### config.mk
export PLATFORM = sky130hd
export DESIGN_NAME = multicycle_control
export DESIGN_NICKNAME = d
export VERILOG_FILES = /design/src/rtl/multicycle_control.sv
export SDC_FILE = /design/constraint.sdc
export NUM_CORES = 1
export LEC_CHECK = 0
export BUFFER_PORTS_ARGS = -buffer_cell sky130_fd_sc_hd__buf_2
export CELL_PAD_IN_SITES_DETAIL_PLACEMENT = 0
export CELL_PAD_IN_SITES_GLOBAL_PLACEMENT = 1
export CORE_MARGIN = 3
export CORE_UTILIZATION = 34
export CTS_BUF_LIST = sky130_fd_sc_hd__clkbuf_8
export CTS_CLUSTER_DIAMETER = 150
export DETAILED_ROUTE_END_ITERATION = 16
export PLACE_DENSITY_LB_ADDON = 0.08
export RECOVER_POWER = 50
export SLEW_MARGIN = 10
export SYNTH_ARGS = -nofsm -noshare
export SYNTH_HDL_FRONTEND = slang
export SYNTH_SLANG_ARGS = --single-unit
### constraint.sdc
create_clock -name clk -period 1.4 [get_ports clk]
set_input_delay 0.42 -clock clk [delete_from_list [all_inputs] [get_ports clk]]
set_output_delay 0.42 -clock clk [all_outputs]
set_load 0.005 [all_outputs]
### src/rtl/multicycle_control.sv
// Main multicycle RV32I controller: Moore FSM sequencing fetch/decode/execute/
// memory/writeback, plus ALU-function and immediate-format decode.
module multicycle_control #(
  parameter logic [3:0] RESET_STATE = 4'd0,
  parameter int         ALU_W       = 3
) (
  input  logic             clk,
  input  logic             reset,
  input  logic [6:0]       op,
  input  logic [2:0]       funct3,
  input  logic             funct7b5,
  input  logic             zero,
  output logic             PC_write_enable,
  output logic             adr_src,
  output logic             mem_write_signal,
  output logic             IR_write_enable,
  output logic             reg_write,
  output logic [1:0]       result_src,
  output logic [1:0]       alu_src_a,
  output logic [1:0]       alu_src_b,
  output logic [1:0]       imm_src,
  output logic [ALU_W-1:0] alu_control,
  output logic             illegal_instr,
  output logic [3:0]       state_dbg
);

  typedef enum logic [3:0] {
    FETCH    = 4'd0,
    DECODE   = 4'd1,
    MEMADR   = 4'd2,
    MEMREAD  = 4'd3,
    MEMWB    = 4'd4,
    MEMWRITE = 4'd5,
    EXECUTER = 4'd6,
    EXECUTEI = 4'd7,
    ALUWB    = 4'd8,
    JAL      = 4'd9,
    BRANCH   = 4'd10
  } state_t;

  typedef struct packed {
    logic             pc_write;
    logic             ir_write;
    logic             reg_write;
    logic             mem_write;
    logic             adr_src;
    logic             branch;
    logic [1:0]       result_src;
    logic [1:0]       alu_src_a;
    logic [1:0]       alu_src_b;
    logic [ALU_W-1:0] alu_control;
  } ctrl_t;

  localparam logic [6:0] OP_LW   = 7'b0000011;
  localparam logic [6:0] OP_SW   = 7'b0100011;
  localparam logic [6:0] OP_R    = 7'b0110011;
  localparam logic [6:0] OP_I    = 7'b0010011;
  localparam logic [6:0] OP_JAL  = 7'b1101111;
  localparam logic [6:0] OP_BR   = 7'b1100011;

  localparam logic [ALU_W-1:0] ALU_ADD = ALU_W'(0);
  localparam logic [ALU_W-1:0] ALU_SUB = ALU_W'(1);
  localparam logic [ALU_W-1:0] ALU_AND = ALU_W'(2);
  localparam logic [ALU_W-1:0] ALU_OR  = ALU_W'(3);
  localparam logic [ALU_W-1:0] ALU_SLT = ALU_W'(5);

  state_t state;
  state_t state_nxt;
  ctrl_t  ctrl_q;
  logic   op_legal;

  function automatic logic [ALU_W-1:0] alu_decode(input logic [2:0] f3,
                                                  input logic       is_r,
                                                  input logic       f7b5);
    logic [ALU_W-1:0] f;
    case (f3)
      3'b000:  f = (is_r && f7b5) ? ALU_SUB : ALU_ADD;
      3'b010:  f = ALU_SLT;
      3'b110:  f = ALU_OR;
      3'b111:  f = ALU_AND;
      default: f = ALU_ADD;
    endcase
    return f;
  endfunction

  function automatic ctrl_t ctrl_for(input state_t     s,
                                     input logic [2:0] f3,
                                     input logic       f7b5);
    ctrl_t c;
    c = '0;
    case (s)
      FETCH: begin
        c.ir_write   = 1'b1;
        c.pc_write   = 1'b1;
        c.alu_src_b  = 2'b10;
        c.result_src = 2'b10;
      end
      DECODE: begin
        c.alu_src_a = 2'b01;
        c.alu_src_b = 2'b01;
      end
      MEMADR: begin
        c.alu_src_a = 2'b10;
        c.alu_src_b = 2'b01;
      end
      MEMREAD:  c.adr_src = 1'b1;
      MEMWB: begin
        c.result_src = 2'b01;
        c.reg_write  = 1'b1;
      end
      MEMWRITE: begin
        c.adr_src   = 1'b1;
        c.mem_write = 1'b1;
      end
      EXECUTER: begin
        c.alu_src_a   = 2'b10;
        c.alu_control = alu_decode(f3, 1'b1, f7b5);
      end
      EXECUTEI: begin
        c.alu_src_a   = 2'b10;
        c.alu_src_b   = 2'b01;
        c.alu_control = alu_decode(f3, 1'b0, f7b5);
      end
      ALUWB:    c.reg_write = 1'b1;
      JAL: begin
        c.alu_src_a = 2'b01;
        c.alu_src_b = 2'b10;
        c.pc_write  = 1'b1;
      end
      BRANCH: begin
        c.alu_src_a   = 2'b10;
        c.alu_control = ALU_SUB;
        c.branch      = 1'b1;
      end
      default: c = '0;
    endcase
    return c;
  endfunction

  always_comb begin
    op_legal = 1'b1;
    case (op)
      OP_LW, OP_SW, OP_R, OP_I, OP_JAL, OP_BR: op_legal = 1'b1;
      default:                                 op_legal = 1'b0;
    endcase
  end

  always_comb begin
    state_nxt = FETCH;
    case (state)
      FETCH: state_nxt = DECODE;
      DECODE: begin
        case (op)
          OP_LW, OP_SW: state_nxt = MEMADR;
          OP_R:         state_nxt = EXECUTER;
          OP_I:         state_nxt = EXECUTEI;
          OP_JAL:       state_nxt = JAL;
          OP_BR:        state_nxt = BRANCH;
          default:      state_nxt = FETCH;
        endcase
      end
      MEMADR:   state_nxt = (op == OP_LW) ? MEMREAD : MEMWRITE;
      MEMREAD:  state_nxt = MEMWB;
      EXECUTER: state_nxt = ALUWB;
      EXECUTEI: state_nxt = ALUWB;
      JAL:      state_nxt = ALUWB;
      default:  state_nxt = FETCH;
    endcase
  end

  // Moore outputs are registered alongside the state by decoding the next state;
  // the instruction fields they use are stable from the end of FETCH onward.
  always_ff @(posedge clk or posedge reset) begin
    if (reset) begin
      state  <= state_t'(RESET_STATE);
      ctrl_q <= ctrl_for(state_t'(RESET_STATE), 3'b000, 1'b0);
    end else begin
      state  <= state_nxt;
      ctrl_q <= ctrl_for(state_nxt, funct3, funct7b5);
    end
  end

  always_comb begin
    imm_src = 2'b00;
    case (op)
      OP_SW:   imm_src = 2'b01;
      OP_BR:   imm_src = 2'b10;
      OP_JAL:  imm_src = 2'b11;
      default: imm_src = 2'b00;
    endcase
  end

  // Enables are gated by reset directly so an asserted reset kills them at once.
  assign PC_write_enable  = ~reset & (ctrl_q.pc_write |
                                      (ctrl_q.branch & (zero ^ funct3[0])));
  assign IR_write_enable  = ~reset & ctrl_q.ir_write;
  assign reg_write        = ~reset & ctrl_q.reg_write;
  assign mem_write_signal = ~reset & ctrl_q.mem_write;
  assign adr_src          = ctrl_q.adr_src;
  assign result_src       = ctrl_q.result_src;
  assign alu_src_a        = ctrl_q.alu_src_a;
  assign alu_src_b        = ctrl_q.alu_src_b;
  assign alu_control      = ctrl_q.alu_control;
  assign illegal_instr    = ~reset & (state == DECODE) & ~op_legal;
  assign state_dbg        = state;

endmodule

==> impl_metrics.tcl, run 1 <==
set metrics [dict create \
    status "finished, violations left" \
    violations "negative setup slack" \
    tns_ns -2.836 \
    h-tree-depth 1 \
    vdd_drop_max_mv 0.8195 \
    ys_warn_count 0 \
    postSynth.asyncResetShare_pct 100.0 \
    synthCells 97 \
    power_leakage_nw 0.8760 \
    coreArea_um2 2613 \
    cp.arrival_ns 1.32 \
    synth_top_cells_by_area "dfrtp_1 (38%), buf_4 (8.3%), dfstp_2 (8.0%), a21oi_1 (3.0%), nor2_1 (3.0%)" \
    grt_usage_pct 17.69 \
    ys_types 37 \
    clock_skew_ns 0.004399 \
    die_w_um 59.95 \
    drv_cap 0 \
    fill_cells 216 \
    final_util_pct 67.62 \
    drv_slew 0 \
    num_rows 18 \
    antennaDiodeCount 0 \
    dp.cells 177 \
    nets 180 \
    ys_ff_latch 18 \
    cts_buffers 3 \
    wire_per_inst_um 14.41 \
    clock_sinks 18 \
    grt_overflow 0 \
    cts_buffer_depth 2 \
    hold_viol 0 \
    instances_no_fill 195 \
    initial_utilization_pct 37.88 \
    slew_headroom_pct 70.58 \
    yosysSeqAreaShare_pct 45.89 \
    grt_pass1_vias 1003 \
    max_freq_mhz 576.1 \
    worstSetupStartpointType "register" \
    clk_pin_slew_ns 0.07 \
    worstPathRequired_ns 0.98 \
    worst_pin_slew_ns 0.4413 \
    grt_max_degree 11 \
    reg2regPathDepth 5 \
    synth_top_family_by_area "simple AND/OR/NAND/NOR gates" \
    synth_fa_ha_area_share_pct 0 \
    fin_crit_sh_pct 124.0 \
    antenna_found_initial 0 \
    crit-reg2reg-capture "alu_src_b[0]" \
    dr.pass1.iters 4 \
    syn_nets 111 \
    final_antenna_net_count 0 \
    syn_avg_cell_area_um2 10.20 \
    drt_wl_total_um 2809 \
    path_cells "nor2_2, nand3b_1, nor4_4, buf_2" \
    syn_area_um2 989.7 \
    reg2reg_from "state_dbg[1]" \
    yosys.area.top_type "dfrtp_1" \
    clock_latency_ns 0.25 \
    vias 980 \
    seq_area_um2 456.7 \
    rrSetupSlack_ns -0.22 \
    finalWeightedCongestion 0.7951 \
    root_buffer "clkbuf_8" \
    dieArea_um2 3594 \
    cp-end-kind "output pin" \
    synthMuxAreaShare_pct 0 \
    slowest_stage "dfrtp_1" \
    io_buffers 34 \
    synth-edff-count 0 \
    first_iter_violations 23 \
    setup_viol 20 \
    power_density_nw_per_um2 1200 \
    die_y_um 59.95 \
    critPathMaxStageDelay_ns 0.39 \
    hold_end "alu_control[2]" \
    grt_pass1_wl_um 4609 \
    syn2layout_area_growth_pct 78.51 \
    synth-simple-area-share_pct 24.02 \
    rsz0062_at_grt "true" \
    cts_tree "built" \
    crit_fanout 2 \
    path_class "register to output pin" \
    power_mw 2.120 \
    min_path_cells 2 \
    hold_path_class "input port to register" \
    multi_input_area_um2 636.9 \
    io_pins 35 \
    synth-compound-area-share_pct 16.43 \
    dp_hpwl_um 1957 \
    timing.final.ws_setup_ns -0.3358 \
    synth_top_area_share_pct 37.93 \
    drive_above_1_share_pct 70.91 \
    period_minus_slack_ns 1.736 \
    synth_xor_xnor_area_share_pct 2.655 \
    min_from "funct3[2]" \
    synthFlopType "dfrtp_1" \
    drc 0 \
    viasPerCell 5.026 \
]
## stage by stage
step | hold slack [ns] | instance area, um2 | worst slack [ns]
finish | 0.3366 | 1767 | -0.3358
global route | 0.3455 | 1767 | -0.4084
CTS | 0.3120 | 1698 | -0.3492
detailed placement | 0.5721 | 1349 | -0.3889
global placement | 0.5590 | 1349 | -0.3648
floorplan | 0.3564 | 1025 | -0.1596
## kinds of logic (layout without fill, tap and decap cells)
| group | Yosys count | count (layout) |
|---|---|---|
| XOR/XNOR | 3 | 3 |
| buffers and inverters | 18 | 86 |
| AO/OA/AOI/OAI | 19 | 19 |
| flip-flops | 18 | 18 |
| AND/OR/NAND/NOR | 39 | 39 |
## placed cells by master (no fill, tap or decap), types with 3 or more instances in the layout
master    instances
clkbuf_8          4
inv_1             6
nor2_4            3
nor2_1            6
buf_4            26
buf_2            28
dfstp_2           3
nand2_1           4
buf_6            17
nand3b_1          3
a21oi_2           4
dfrtp_1          13
## cell usage after synthesis (2+ instances only)
library cell  count
dfrtp_1          15
buf_4            11
nor2_1            8
inv_1             7
a21oi_1           6
nand2_1           6
nor2b_1           4
a31oi_1           3
dfstp_2           3
nand3b_1          3
and3_1            2
nor2_2            2
nor3_1            2
xor2_1            2
## area by class of cell
cell class	instances	share of cell area, %
Multi-Input combinational cell	61	36.05
Timing Repair Buffer	75	31.37
Sequential cell	18	25.85
Clock buffer	4	3.116
Tap cell	30	2.125
Inverter	7	1.487
## metal layers
layer  track usage [%]  routed length (um)  vias to the layer above
li1                  -                   -                      469
met1             21.93                1156                      479
met2             28.86                1452                       27
met3             3.888                 142                        5
met4             8.544                  57                        0
met5                 0                   0                        -
## sequential cells by signal, summed over array words and instances, names as in the netlist
name	count
alu_src_b	2
ctrl_q	5
result_src	1
state_dbg	4
alu_control	3
adr_src	1
alu_src_a	2
## critical path, delay by kind of cell, from the launching register on
| kind | cells | cell delay [ns] |
|---|---|---|
| simple gates | 3 | 0.53 |
| flops | 1 | 0.39 |
| buf+inv | 1 | 0.15 |
## what timing repair did
item / 4_1_cts / 5_1_grt
pin swaps: 9 / 6
setup buffers: 13 / 4
hold buffers: 0 / 0
resized for setup: 42 / 16
setup endpoints to repair: 17 / 22
## where the power goes
group / leakage, nW / switching (mW) / internal, mW
logic: 0.615 / 0.412 / 0.594
registers: 0.232 / 0.0487 / 0.650
clock network: 0.0288 / 0.166 / 0.250
total: 0.876 / 0.626 / 1.49
## how the worst max path moves through the flow
stage | from | endpoint | slack (ns) | cells after the start
final | state_dbg[2] | illegal_instr | -0.34 | 4
after global routing | state_dbg[2] | illegal_instr | -0.41 | 4
after CTS | state_dbg[2] | illegal_instr | -0.35 | 4
after global placement | op[6] | alu_src_b[0] | -0.36 | 6
after floorplan | op[3] | alu_src_b[0] | -0.16 | 6
after detailed placement | op[3] | alu_src_b[1] | -0.39 | 7
(Power assumes the default switching activity.)
==> run 2, diff against run 1 <==
CORE_UTILIZATION = 40   (was 34)
clock period = 2.05 ns   (was 1.4 ns; I/O delays follow)
==> run 2 against run 1 <==
The flow now finishes without violations. Sequential power down 33%. Clock skew rose by 0.0018 ns. Wire length down 19%. Setup slack gained 0.36 ns. Sequential cell count unchanged. Clock-buffer cell count did not move. Sequential share of layout area up 7.9 points. Clock power fell by 30%. Global-route usage down 3.1 points. Via count decreased by 11%. Cell count is 13% lower. Critical path depth grew 2. Critical path type is now input port to output pin.
==> impl_metrics.tcl, run 2 (synthesis gave the netlist of run 1 again) <==
set metrics [dict create \
    clock_sinks 18 \
    setup_viol 0 \
    cp-end-kind "output pin" \
    final_antenna_net_count 0 \
    dp.cells 161 \
    clock_latency_ns 0.26 \
    crit_top_cell "buf_2" \
    cts_hold_buffers 0 \
    placed_cell_area_um2 1210 \
    grt_overflow 0 \
    antennaDiodeCount 0 \
    io_buffers 34 \
    cts_buffers 3 \
    antenna_found_initial 0 \
    initial_utilization_pct 43.49 \
    crit_cells 6 \
    vias 868 \
    power_leakage_nw 0.6946 \
    die_w_um 55.74 \
    design_area_um2 1345 \
    worstSetupStartpointType "input port" \
    finalWeightedCongestion 0.8492 \
    drv_cap 0 \
    slew_headroom_pct 53.31 \
    syn2layout_area_growth_pct 35.90 \
    cp.arrival_ns 1.41 \
    layout_common_cells "buf_2 (34), dfrtp_1 (15), buf_4 (14)" \
    hold_path_class "input port to async pin" \
    grt_pass1_wl_um 3636 \
    hold_viol 0 \
    max_freq_mhz 494.4 \
    worstPathRequired_ns 1.43 \
    pre_cts_ws_ns -0.02890 \
    mostFrequentLayoutCell "buf_2" \
    path_buf_inv 3 \
    largest_register_ffs 5 \
    grt_usage_pct 14.61 \
    root_buffer "clkbuf_8" \
    cts_tree "built" \
    viasPerCell 5.136 \
    tns_ns 0 \
    drc 0 \
    wire_per_inst_um 13.52 \
    fin_crit_sh_pct 98.67 \
    io_pins 35 \
    drv_slew 0 \
    power_density_nw_per_um2 858.0 \
    nets 156 \
    crit_path_start "op[2]" \
    multi_input_area_um2 480.5 \
    dieArea_um2 3107 \
    first_iter_violations 21 \
    path_cells "buf_2, buf_6, xor2_4, nor3_4, nor4_1, buf_2" \
    dr.pass1.iters 4 \
    status "complete, no violations" \
    drt_wl_total_um 2285 \
    cts_buffer_depth 2 \
    slowest_stage "nor3_4" \
    final_util_pct 59.10 \
    coreArea_um2 2276 \
    path_class "input port to output pin" \
    grt_max_degree 19 \
    clk_pin_slew_ns 0.07 \
    power_mw 1.154 \
    crit_fanout 4 \
    fill_cells 203 \
    critPathMaxStageDelay_ns 0.21 \
    timing.final.ws_setup_ns 0.02733 \
    timing.hold.ws_ns 0.5287 \
    path_delay_family "buffers and inverters" \
    die_y_um 55.74 \
    h-tree-depth 1 \
    grt_pass1_vias 818 \
    top_register "ctrl_q" \
    seq_area_um2 454.2 \
    drive_above_1_share_pct 50.35 \
    num_rows 17 \
    reg2reg_from "state_dbg[1]" \
    dp_hpwl_um 1627 \
    period_minus_slack_ns 2.023 \
    worst_pin_slew_ns 0.6996 \
    vdd_drop_max_mv 0.5181 \
    instances_no_fill 169 \
    clock_skew_ns 0.006189 \
    reg2regPathDepth 6 \
]
==> run 2: repair_timing <==
item                                    4_1_cts  5_1_grt
resized for setup                             1        7
endpoints found under the setup margin        1        3
setup buffers                                 0        4
pin swaps                                     0        3
==> run 2: per-layer routing <==
layer  track usage [%]  vias to the layer above  share of wire, %  wire length (um)
li1                  -                      414                 -                 -
met1             19.07                      416                44              1015
met2             23.99                       35                47              1069
met3             2.784                        3               7.5               172
met4             5.208                        0               1.2                28
met5                 0                        -                 0                 0
==> run 2: power breakdown <==
part	leakage (nW)	switching, mW	total (mW)	internal [mW]
sequential	0.234	0.0272	0.468	0.441
clock	0.0288	0.121	0.291	0.171
combinational	0.431	0.194	0.395	0.201
total	0.695	0.341	1.15	0.813
==> run 2: worst reg2reg max path: stages (launching register included) <==
cell and delay [ns]:
dfrtp_1 0.35, clkbuf_1 0.37, nand3b_1 0.22, nor4_2 0.20, o21a_1 0.28, xnor2_1 0.09
a22o_1 0.23
==> run 2: layout make-up <==
class | count | share of cell area (%)
multi-input combinational | 61 | 35.72
inverter | 7 | 1.953
timing repair buffer | 51 | 21.86
clock buffer | 4 | 4.093
sequential | 18 | 33.77
tap | 28 | 2.605
==> run 2: path summary, 6_finish.rpt <==
| path | to | slack, ns |
|---|---|---|
| setup / recovery | illegal_instr | 0.03 |
| hold / removal | state_dbg[2] | 0.53 |
| setup reg to reg | alu_src_b[0] | 0.22 |
| hold reg to reg | ctrl_q[12] | 0.60 |
| max in group asynchronous | adr_src | 1.07 |
| min in group clk | alu_control[2] | 0.53 |
==> run 3, diff against run 2 <==
MAX_ROUTING_LAYER = met4   (was not set)
TNS_END_PERCENT = 5   (was not set)
==> run 3 against run 2 <==
Non-clock buffer count unchanged. Global-route usage grew 0.41 points. Power about the same. Die area stayed put. Clock power is essentially flat. Largest power group unchanged. Combinational power is essentially flat. Highest routed layer unchanged.
==> impl_metrics.tcl, run 3 (synthesis gave the netlist of run 1 again) <==
set metrics [dict create \
    status "complete, no violations" \
    setup_viol 0 \
    drt_wl_total_um 2288 \
    tns_ns 0 \
    dp_hpwl_um 1627 \
    max_freq_mhz 494.2 \
    clock_latency_ns 0.26 \
    die_w_um 55.74 \
    cts_tree "built" \
    nets 156 \
    power_leakage_nw 0.6946 \
    clock_sinks 18 \
    vias 863 \
    multi_input_area_um2 480.5 \
    wire_per_inst_um 13.54 \
    syn2layout_area_growth_pct 35.90 \
    placed_cell_area_um2 1210 \
    layout_common_cells "buf_2 (34), dfrtp_1 (15), buf_4 (14)" \
    cts_buffer_depth 2 \
    top_register "ctrl_q" \
    power_mw 1.153 \
    cts_hold_buffers 0 \
    clock_skew_ns 0.006667 \
    die_y_um 55.74 \
    io_pins 35 \
    viasPerCell 5.107 \
    num_rows 17 \
    netSwitchingPower_uw 340.8 \
    p_int_uw 812.7 \
    io_buffers 34 \
    worst_pin_slew_ns 0.6995 \
    fin_crit_sh_pct 98.70 \
    hold_path_class "input port to async pin" \
    drv_slew 0 \
    seq_area_um2 454.2 \
    path_class "input port to output pin" \
    cts_buffers 3 \
    cp.arrival_ns 1.41 \
    dr.pass1.iters 4 \
    period_minus_slack_ns 2.023 \
    hold_viol 0 \
    clkPwrFrac_pct 25.2 \
    dieArea_um2 3107 \
    crit_fanout 4 \
    grt_pass1_wl_um 3636 \
    seqPwrFrac_pct 40.6 \
    finalWeightedCongestion 0.8625 \
    grt_usage_pct 15.02 \
    grt_pass1_vias 815 \
    power_density_nw_per_um2 857.5 \
    p_comb_share_pct 34.2 \
    design_area_um2 1345 \
    antennaDiodeCount 0 \
    first_iter_violations 20 \
    worstPathRequired_ns 1.43 \
    worstSetupStartpointType "input port" \
    grt_overflow 0 \
    cp-end-kind "output pin" \
    drc 0 \
    fill_cells 203 \
    h-tree-depth 1 \
    final_util_pct 59.10 \
    vdd_drop_max_mv 0.5182 \
    grt_max_degree 19 \
    clk_pin_slew_ns 0.07 \
    drive_above_1_share_pct 50.35 \
    largest_register_ffs 5 \
    mostFrequentLayoutCell "buf_2" \
    root_buffer "clkbuf_8" \
    p_sw_share_pct 29.54 \
    coreArea_um2 2276 \
    final_antenna_net_count 0 \
    drv_cap 0 \
    initial_utilization_pct 43.49 \
    antenna_found_initial 0 \
    slew_headroom_pct 53.32 \
]
[run 3: cell counts in the layout (fill, tap and decap cells not counted)]
No cell type changed its count.
[run 3: cell type report]
type,count,area share [%]
Tap cell,28,2.605
Clock buffer,4,4.093
Timing Repair Buffer,51,21.86
Multi-Input combinational cell,61,35.72
Inverter,7,1.953
Sequential cell,18,33.77
[run 3: power groups by stage]
stage	registers [mW]	clock network [mW]	logic [mW]
after floorplan	0.482	0	0.238
after global placement	0.476	0	0.357
after detailed placement	0.473	0	0.361
after CTS	0.468	0.296	0.362
after global routing	0.478	0.312	0.436
final	0.468	0.291	0.395
[run 3: repair_timing]
| item | in CTS | in global routing |
|---|---|---|
| pin swaps | 0 | 3 |
| endpoints found under the setup margin | 1 | 3 |
| cloned | 0 | 0 |
| resized for setup | 1 | 7 |
| setup buffers | 0 | 4 |
[run 3: final timing paths]
kind / start / endpoint / slack (ns) / depth (start not counted)
min: reset / state_dbg[2] / 0.53 / 2
min in group clk: funct3[2] / alu_control[2] / 0.53 / 2
max reg2reg: state_dbg[1] / alu_src_b[0] / 0.22 / 6
min reg2reg: state_dbg[0] / ctrl_q[12] / 0.60 / 2
max in group asynchronous: reset / adr_src / 1.07 / 2
max: op[2] / illegal_instr / 0.03 / 6
[run 3: routing by layer]
metal	wire [um]	global-route usage [%]	vias up
met1	1031	19.07	413
li1	-	-	414
met2	1067	23.99	31
met5	0	-	-
met3	155	2.784	5
met4	34	5.208	0
[run 3: per-stage QoR]
stage / cells / hold WS (ns) / setup slack (ns)
after floorplan: 97 / 0.5514 / 0.2008
after detailed placement: 161 / 0.5816 / -0.02890
final: 169 / 0.5292 / 0.02663
after CTS: 165 / 0.5263 / 0.01505
after global routing: 169 / 0.5401 / -0.01846
after global placement: 161 / 0.5970 / -0.02229
[run 3: worst max-delay path, cell delays in order]
cell    delay (ns)
buf_2         0.12
buf_6         0.12
xor2_4        0.15
nor3_4        0.21
nor4_1        0.06
buf_2         0.13
